===== src/rtl/weight_fetch_arbiter_pkg.sv =====
// Shared constants for the weight fetch arbiter: FSM encoding, default sizing
// and requester indices.
package weight_fetch_arbiter_pkg;

    localparam logic [1:0] ST_IDLE    = 2'd0;
    localparam logic [1:0] ST_FETCH   = 2'd1;
    localparam logic [1:0] ST_LAST    = 2'd2;
    localparam logic [1:0] ST_PRESENT = 2'd3;

    localparam int DEF_BIT_WIDTH = 8;
    localparam int DEF_SIZE      = 26;
    localparam int DEF_DEPTH     = 156;

    localparam int REQ_CONV = 0;
    localparam int REQ_FC   = 1;

endpackage


===== src/rtl/weight_fetch_arbiter_rr_arbiter2.sv =====
// Two-way round-robin picker: a lone request wins, a tie goes to the
// requester that was not served last. Purely combinational.
module rr_arbiter2
    import weight_fetch_arbiter_pkg::*;
(
    input  logic [1:0] req,
    input  logic       last_fc,
    output logic [1:0] win
);

    always_comb begin
        win = '0;
        case (req)
            2'b01: win[REQ_CONV] = 1'b1;
            2'b10: win[REQ_FC]   = 1'b1;
            2'b11: begin
                if (last_fc) win[REQ_CONV] = 1'b1;
                else         win[REQ_FC]   = 1'b1;
            end
            default: win = '0;
        endcase
    end

endmodule


===== src/rtl/weight_fetch_arbiter.sv =====
// Arbitrates block fetches from an external 1-cycle-latency weight ROM between
// the conv and fc layers and presents each assembled block with a handshake.
module weight_fetch_arbiter
    import weight_fetch_arbiter_pkg::*;
#(
    parameter int BIT_WIDTH = DEF_BIT_WIDTH,
    parameter int SIZE      = DEF_SIZE,
    parameter int DEPTH     = DEF_DEPTH,
    parameter int ADDR_W    = 8
) (
    input  logic                      clk,
    input  logic                      rst_n,
    input  logic [1:0]                req,
    input  logic [ADDR_W-1:0]         base_addr0,
    input  logic [ADDR_W-1:0]         base_addr1,
    output logic [1:0]                grant,
    output logic                      rom_en,
    output logic [ADDR_W-1:0]         rom_addr,
    input  logic [BIT_WIDTH-1:0]      rom_data,
    output logic [BIT_WIDTH*SIZE-1:0] out,
    output logic                      out_valid,
    input  logic                      out_ready,
    output logic                      busy
);

    localparam int IDX_W = (SIZE > 1) ? $clog2(SIZE) : 1;
    localparam logic [ADDR_W-1:0] LAST_ADDR = ADDR_W'(DEPTH - 1);

    logic [1:0]                      state;
    logic [IDX_W-1:0]                idx;
    logic                            last_fc;
    logic [1:0]                      win;
    logic [ADDR_W-1:0]               sel_base;
    logic [ADDR_W-1:0]               base_wrapped;
    logic [BIT_WIDTH*(SIZE-1)-1:0]   blk_q;

    rr_arbiter2 u_rr (
        .req     (req),
        .last_fc (last_fc),
        .win     (win)
    );

    assign sel_base     = win[REQ_FC] ? base_addr1 : base_addr0;
    assign base_wrapped = ADDR_W'(32'(sel_base) % 32'(DEPTH));
    assign busy         = (state != ST_IDLE);

    // Words are gathered in a shadow buffer and copied to out only when the
    // final word lands, so out holds the previous block throughout a fetch.
    always_ff @(posedge clk or negedge rst_n) begin
        if (!rst_n) begin
            state     <= ST_IDLE;
            grant     <= '0;
            rom_en    <= 1'b0;
            rom_addr  <= '0;
            idx       <= '0;
            blk_q     <= '0;
            out       <= '0;
            out_valid <= 1'b0;
            last_fc   <= 1'b1;
        end else begin
            case (state)
                ST_IDLE: begin
                    if (win != 2'b00) begin
                        grant    <= win;
                        rom_en   <= 1'b1;
                        rom_addr <= base_wrapped;
                        idx      <= '0;
                        state    <= ST_FETCH;
                    end
                end
                ST_FETCH: begin
                    for (int unsigned i = 0; i < SIZE - 1; i++) begin
                        if (idx == IDX_W'(i + 1))
                            blk_q[BIT_WIDTH*i +: BIT_WIDTH] <= rom_data;
                    end
                    if (idx == IDX_W'(SIZE - 1)) begin
                        rom_en <= 1'b0;
                        state  <= ST_LAST;
                    end else begin
                        idx      <= idx + IDX_W'(1);
                        rom_addr <= (rom_addr == LAST_ADDR) ? '0 : rom_addr + ADDR_W'(1);
                    end
                end
                ST_LAST: begin
                    out       <= {rom_data, blk_q};
                    out_valid <= 1'b1;
                    state     <= ST_PRESENT;
                end
                ST_PRESENT: begin
                    if (out_ready) begin
                        out_valid <= 1'b0;
                        grant     <= '0;
                        last_fc   <= grant[REQ_FC];
                        state     <= ST_IDLE;
                    end
                end
                default: state <= ST_IDLE;
            endcase
        end
    end

endmodule


===== config.mk =====
export PLATFORM = sky130hd
export DESIGN_NAME = weight_fetch_arbiter
export DESIGN_NICKNAME = d
export VERILOG_FILES = /design/src/rtl/weight_fetch_arbiter_pkg.sv /design/src/rtl/weight_fetch_arbiter_rr_arbiter2.sv /design/src/rtl/weight_fetch_arbiter.sv
export SDC_FILE = /design/constraint.sdc
export NUM_CORES = 1
export LEC_CHECK = 0
export ABC_AREA = 1
export CAP_MARGIN = 5
export CORE_MARGIN = 1.5
export CORE_UTILIZATION = 58
export DETAILED_ROUTE_END_ITERATION = 10
export PLACE_DENSITY = 0.95
export RECOVER_POWER = 50
export REMOVE_ABC_BUFFERS = 1
export SETUP_SLACK_MARGIN = 0.05
export SLEW_MARGIN = 20
export SYNTH_ARGS = -nofsm -noshare
export SYNTH_HDL_FRONTEND = slang
export SYNTH_HIERARCHICAL = 1
export SYNTH_SLANG_ARGS = --single-unit

===== constraint.sdc =====
create_clock -name clk -period 4.05 [get_ports clk]
set_input_delay 0.405 -clock clk [delete_from_list [all_inputs] [get_ports clk]]
set_output_delay 0.405 -clock clk [all_outputs]
set_load 0.1 [all_outputs]

==> qor.csv, run 1 <==
stage,metric,value,unit
run_status,status,"complete, but fails checks",
run_status,violations in the final reports,"max-capacitance violations, max-slew violations",
setup_path,r2r worst-path depth,9,
setup_path,type of the worst setup path,reg2reg,
setup_path,"setup slack, reg-to-reg",0.86,ns
die,die width,173.2,um
route,via/cell ratio,5.605,
die,die area,29990,sq um
yosys,Syn. warnings,6,
yosys,Post-synth EDFFs,0,
setup_path,Critical Path AT,3.60,ns
global_routing,grt total ovfl,0,
global_routing,antenna violations before repair,0,
clock_network,Root Driver,clkbuf_16,
setup_path,Critical Path RT,4.47,ns
layout,ant diodes,0,
sta,Fmax,313.6,MHz
yosys,"Avg Cell Area, Syn",10.45,sq um
sta,Tmin final,3.188,ns
layout,fin area,20840,sq um
clock_network,"Hold-fix buffers, CTS",0,
sta,endpoints failing hold,0,
sta,Final Max Tran Viols,159,
sta,unrepaired setup endpoints after global routing,no,
sta,Final Cycle Share,0.7872,
setup_path,slowest cell delay on critical path,1.12,ns
global_routing,gr usage total,0.2934,
route,Detailed Route Iter0 Violations,1152,
worst_hold_path,Worst Hold Launch,blk_q[156],
route,Final ANT Viol Nets,0,
clock_network,Clock Pin Slew Worst Setup and Hold Paths,0.06,ns
route,DR DRC count,0,
flow_run,Max Cap Violations,2,
die,initial core utilization,0.5869,
die,io pins,250,
clock_network,H-tree Lvls,2,
placement,Post-DP HPWL,28160,um
layout,fin nets,1873,
route,via count,12580,
yosys,Synth Instances,1607,
yosys,number of synthesized register bits,428,
die,die height,173.2,um
setup_path,"delay-heaviest family, CP",simple AND/OR/NAND/NOR gates,
yosys,largest cells by area after synthesis,"dfrtp_1 (64%), mux2_2 (6.3%), o21ai_0 (6.0%), nand2_1 (5.9%), a21oi_1 (4.1%)",
die,core area,28630,sq um
clock_network,clk_lat worst skew,0.53,ns
placement,RePlAce Congestion,0.8255,
sta,endpoints failing setup,0,
yosys,top cell type's share of synthesized area,0.6361,
sta,worst-margin pin slew,3.299,ns
yosys,Synth async-reset ratio,1.000,
setup_path,Crit path buffers/inverters,2,
setup_path,Crit Path Max Fanout,19,
setup_path,worst r2r src,state[1],
placement,PortBufs,249,
setup_path,Most common cell on crit path,nand2_1,
global_routing,largest net degree at the start of global routing,159,
global_routing,vias in the first global route,12950,
clock_network,setup bufs post-CTS,0,
clock_network,TritonCTS Buffers,41,
layout,fillers,1789,
setup_path,startpoint type of the worst setup path,flip-flop,
worst_hold_path,Cells on Worst Hold Path,2,
layout,share of layout cells above drive strength 1,0.1107,
die,row cnt,62,
yosys,Unique masters post-synth,36,
global_routing,global-route wire length before repair,69120,um
placement,placed cell area,19550,sq um
yosys,leading area contributor after synthesis,dfrtp_1,
clock_network,clock sink count,428,
layout,Area Growth Syn to Fin,24.04,%
setup_path,CP endpoint kind,flip-flop,
sta,Slew headroom,-1.199,
worst_hold_path,Worst Hold End,blk_q[156],
setup_path,CP Cell Sequence,"inv_1, ha_1, nand2_1, nor2_1, nor3_4, inv_2, nor3_1, o21ai_0, nand2_1",
clock_network,CTS tree,done,
route,drt total wl,43830,um
route,routed len/inst,19.53,um
route,drt first pass iters,6,
sta,post-route clock skew,0.008309,ns
yosys,"Cell Area, Synth",16800,sq um
clock_network,post-CTS sizing,0,
setup_path,RR Endpoint,rom_addr[4],
worst_hold_path,Hold/Removal Path Class,reg2reg,
clock_network,clk buf depth,3,
yosys,sequential fraction of the synthesis area,0.6376,
setup_path,Slowest cell on crit path,nor2_1,
yosys,commonest register cell after synthesis,dfrtp_1,
metrics by stage:
step           utilization  TNS [ns]  worst slack (ns)  hold WS [ns]  cells
2_1_floorplan            -   -665.09            -3.392        0.1094   1523
3_3_place_gp        0.6829         0             1.363        0.4600   2172
3_5_place_dp        0.6829         0             1.372        0.4678   2172
4_1_cts             0.7302         0             1.051       0.03115   2245
5_1_grt             0.7279         0            0.5052        0.4922   2245
6_report            0.7279         0            0.8617        0.4774   2245
synthesized netlist by cell type (5+ instances only):
master    instances
buf_2            41
nor2_4           12
buf_4             7
inv_2             5
o21ai_0         200
nand3_1          24
clkbuf_1         31
dfrtp_1         427
mux2_2           94
nor2_1          143
ha_1             13
a21oi_1         138
inv_1           160
nand2_2           5
nand2_1         266
cell type report:
type                    count  area [sq um]  area share
clock inverters            10         131.4    0.006305
well taps                 384         480.5     0.02306
inverters                 165         619.3     0.02972
multi-input cells         930          5011      0.2405
flip-flops and latches    428         10710      0.5141
clock buffers              63          1221     0.05861
repair buffers            265          2661      0.1277
worst max path at each step:
stage	start	slack, ns	endpoint	cells after the start
CTS	state[1]	1.05	busy	4
global route	rst_n	0.51	blk_q[40]	2
global placement	req[1]	1.36	rom_addr[5]	15
detailed placement	req[1]	1.37	rom_addr[5]	15
finish	state[1]	0.86	rom_addr[4]	9
floorplan	state[0]	-3.39	out[112]	3
worst reg2reg max path: cells and delay by family (launching register included):
| kind | cells | cell delay [ns] |
|---|---|---|
| simple gates | 5 | 1.68 |
| buf+inv | 2 | 0.42 |
| fa+ha+maj | 1 | 0.43 |
| flops | 1 | 0.41 |
| compound gates | 1 | 0.15 |
cells by family (layout without fill, tap and decap cells):
logic type	Yosys count	after routing	synth area share
XOR/XNOR	3	3	0.001564
AND/OR/NAND/NOR	468	468	0.1192
buffers and inverters	249	503	0.06204
flip-flops	428	428	0.6376
adder cells (fa/ha/maj)	13	13	0.009683
AO/OA/AOI/OAI	352	352	0.1069
multiplexers	94	94	0.06301
placed cells by master, fill, tap and decap left out, types with 7 or more instances in the layout:
cell and instances:
buf_4 10, inv_1 160, clkbuf_16 43, nor2_4 12, dfrtp_1 427, nand2_1 267, a21oi_1 138, clkbuf_8 7
o21ai_0 200, mux2_2 94, ha_1 13, clkbuf_1 14, clkdlybuf4s50_1 246, nand3_1 25, nor2_1 144
state kept, by name (all words and copies together), names as in the netlist:
register   count
idx            5
rom_addr       8
blk_q        200
rom_en         1
last_fc        1
out          208
grant          2
out_valid      1
state          2
metal layers:
layer  track usage  up-vias  share of wire  wire length [um]
met5             0        -              0                 0
met4        0.1779        0          0.062              2728
met3       0.04991      168          0.061              2689
met2        0.4830      560           0.49             21350
met1        0.3670     6229           0.39             17070
li1              -     5626              -                 -
Power of run 1 is not shown: default switching activity piles up to over one toggle a cycle in this logic, so the estimate is an artifact.
==> run 2, diff against run 1 <==
CORE_UTILIZATION = 49   (was 58)
PLACE_DENSITY = 0.86   (was 0.95)
clock period = 2.9 ns   (was 4.05 ns; I/O delays follow)
==> run 2 against run 1 <==
  * The run now ends clean
  * Count of clock-buffer cells in the layout grew 2
  * Worst hold slack lost 0.080 ns
  * First-iteration DRC count shrank 23%
  * Register-to-register slack lost 0.25 ns
  * Setup slack lost 0.25 ns
  * Die area grew 18%
  * Global-route usage shrank 5.7 points
  * Utilization shrank 13 points
  * Critical path depth shrank 1
  * Wire length shrank 4.8%
  * Critical path type unchanged
  * Critical endpoint is now blk_q[88]
==> qor.csv, run 2 (synthesized netlist as in run 1, its figures left out) <==
stage,metric,value,unit,change
run_status,status,"complete, no violations",,"was complete, but fails checks"
clock_network,CTS tree,done,,unchanged
placement,PortBufs,249,,unchanged
die,die height,188.2,um,was 173.2 um
layout,ant diodes,0,,unchanged
setup_path,type of the worst setup path,reg2reg,,unchanged
sta,Final Max Tran Viols,0,,was 159
layout,share of layout cells above drive strength 1,0.1799,,was 0.1107
clock_network,clk buf depth,3,,unchanged
layout,Reg area,10710,sq um,unchanged
flow_run,Max Cap Violations,0,,was 2
die,core area,33620,sq um,"was 28,630 sq um"
global_routing,largest net degree at the start of global routing,98,,was 159
layout,Top Registers,"out x208, blk_q x200, rom_addr x8",,unchanged
route,Final ANT Viol Nets,0,,unchanged
placement,placed cells,2244,,"was 2,172"
sta,worst-margin pin slew,1.383,ns,was 3.299 ns
sta,Slew headroom,0.07768,,was -1.199
clock_network,clock sink count,428,,unchanged
layout,Area Growth Syn to Fin,19.72,%,was 24.04%
route,Detailed Route Iter0 Violations,883,,"was 1,152"
placement,RePlAce Congestion,0.8410,,was 0.8255
route,via count,12240,,was 12.58k
setup_path,startpoint type of the worst setup path,flip-flop,,unchanged
global_routing,antenna violations before repair,0,,unchanged
sta,Tmin final,2.293,ns,was 3.188 ns
route,DR DRC count,0,,unchanged
global_routing,grt total ovfl,0,,unchanged
global_routing,global-route wire length before repair,66250,um,"was 69,120 um"
clock_network,Root Driver,clkbuf_16,,unchanged
global_routing,vias in the first global route,12430,,was 12.95k
die,die width,188.2,um,was 173.2 um
layout,"commonest cells after routing, fill and taps aside","dfrtp_1 (427), nand2_1 (266), o21ai_0 (200)",,"was dfrtp_1 (427), nand2_1 (267), clkdlybuf4s50_1 (246)"
sta,endpoints failing hold,0,,unchanged
worst_hold_path,Cells on Worst Hold Path,2,,unchanged
sta,post-route clock skew,0.01382,ns,was 0.008309 ns
sta,Final Cycle Share,0.7905,,was 0.7872
layout,Finished Layout Cells,2316,,"was 2,245"
layout,area of the multi-input gates,5057,sq um,was 5011 sq um
clock_network,Clock Pin Slew Worst Setup and Hold Paths,0.06,ns,about the same
sta,sum of negative setup slack,0,ns,unchanged
clock_network,setup bufs post-CTS,0,,unchanged
sta,Fmax,436.2,MHz,was 313.6 MHz
die,die area,35400,sq um,"was 29,990 sq um"
die,io pins,250,,unchanged
layout,final core occ,0.5982,,was 0.7279
global_routing,gr usage total,0.2362,,was 0.2934
setup_path,"setup slack, reg-to-reg",0.61,ns,was 0.86 ns
layout,"commonest non-fill, non-tap cell in the layout",dfrtp_1,,unchanged
setup_path,CP endpoint kind,flip-flop,,unchanged
layout,number of flip-flops in the largest register,208,,unchanged
setup_path,Crit Path Max Fanout,16,,was 19
setup_path,r2r worst-path depth,8,,was 9
layout,fin nets,1883,,"was 1,873"
worst_hold_path,Hold/Removal Path Class,in2reg,,was reg2reg
clock_network,TritonCTS Buffers,42,,was 41
setup_path,Critical Path RT,3.33,ns,was 4.47 ns
layout,fillers,2764,,"was 1,789"
clock_network,clk_lat worst skew,0.53,ns,about the same
clock_network,H-tree Lvls,2,,unchanged
route,via/cell ratio,5.286,,was 5.605
die,row cnt,67,,was 62
setup_path,Critical Path AT,2.72,ns,was 3.60 ns
placement,Post-DP HPWL,27840,um,"was 28,160 um"
sta,endpoints failing setup,0,,unchanged
layout,"Most flops, register",out,,unchanged
route,drt total wl,41730,um,"was 43,830 um"
die,initial core utilization,0.4997,,was 0.5869
sta,unrepaired setup endpoints after global routing,no,,unchanged
route,routed len/inst,18.02,um,was 19.53 um
route,drt first pass iters,5,,was 6
==> run 2: stage by stage <==
| stage | setup WS (ns) | instance area, sq um | hold WS (ns) |
|---|---|---|---|
| after floorplan | -4.542 | 16380 | -0.005591 |
| after global placement | 0.4358 | 19210 | 0.3946 |
| after detailed placement | 0.4371 | 19210 | 0.3965 |
| after CTS | 0.5683 | 20570 | 0.3865 |
| after global routing | 0.2608 | 20110 | 0.4047 |
| final | 0.6075 | 20110 | 0.3976 |
==> run 2: worst paths after layout <==
path / endpoint / startpoint
max in group asynchronous: blk_q[62] / rst_n
setup / recovery: blk_q[88] / state[1]
hold reg to reg: blk_q[133] / blk_q[133]
setup reg to reg: blk_q[88] / state[1]
min in group asynchronous: blk_q[163] / rst_n
hold / removal: last_fc / out_ready
==> run 2: area by class of cell <==
cell class,count,area share
clock inverters,6,0.003049
inverters,165,0.03080
clock buffers,65,0.06421
flip-flops and latches,428,0.5326
well taps,448,0.02787
multi-input cells,930,0.2515
repair buffers,274,0.08996
==> run 2: per-layer routing <==
metal  vias to the layer above  global-route usage  wire length, um
li1                       5640                   -                -
met5                         -                   0                0
met4                         0              0.1000             1557
met1                      6103              0.3048            16990
met2                       394              0.4036            21220
met3                       105             0.02920             1975
==> run 2: timing repair <==
item,4_1_cts,5_1_grt
hold buffers,1,0
gates resized for setup,0,0
endpoints found under the hold margin,90,0
==> run 2: worst max-delay path: stages, from the launching register on <==
cell and delay (ns):
dfrtp_1 0.42, inv_1 0.14, ha_1 0.43, inv_2 0.21, nor2_8 0.16, nand2_1 0.24, nor2_4 0.35, nand2_1 0.12
o21ai_0 0.11
Power of run 2 is left out for the same reason.
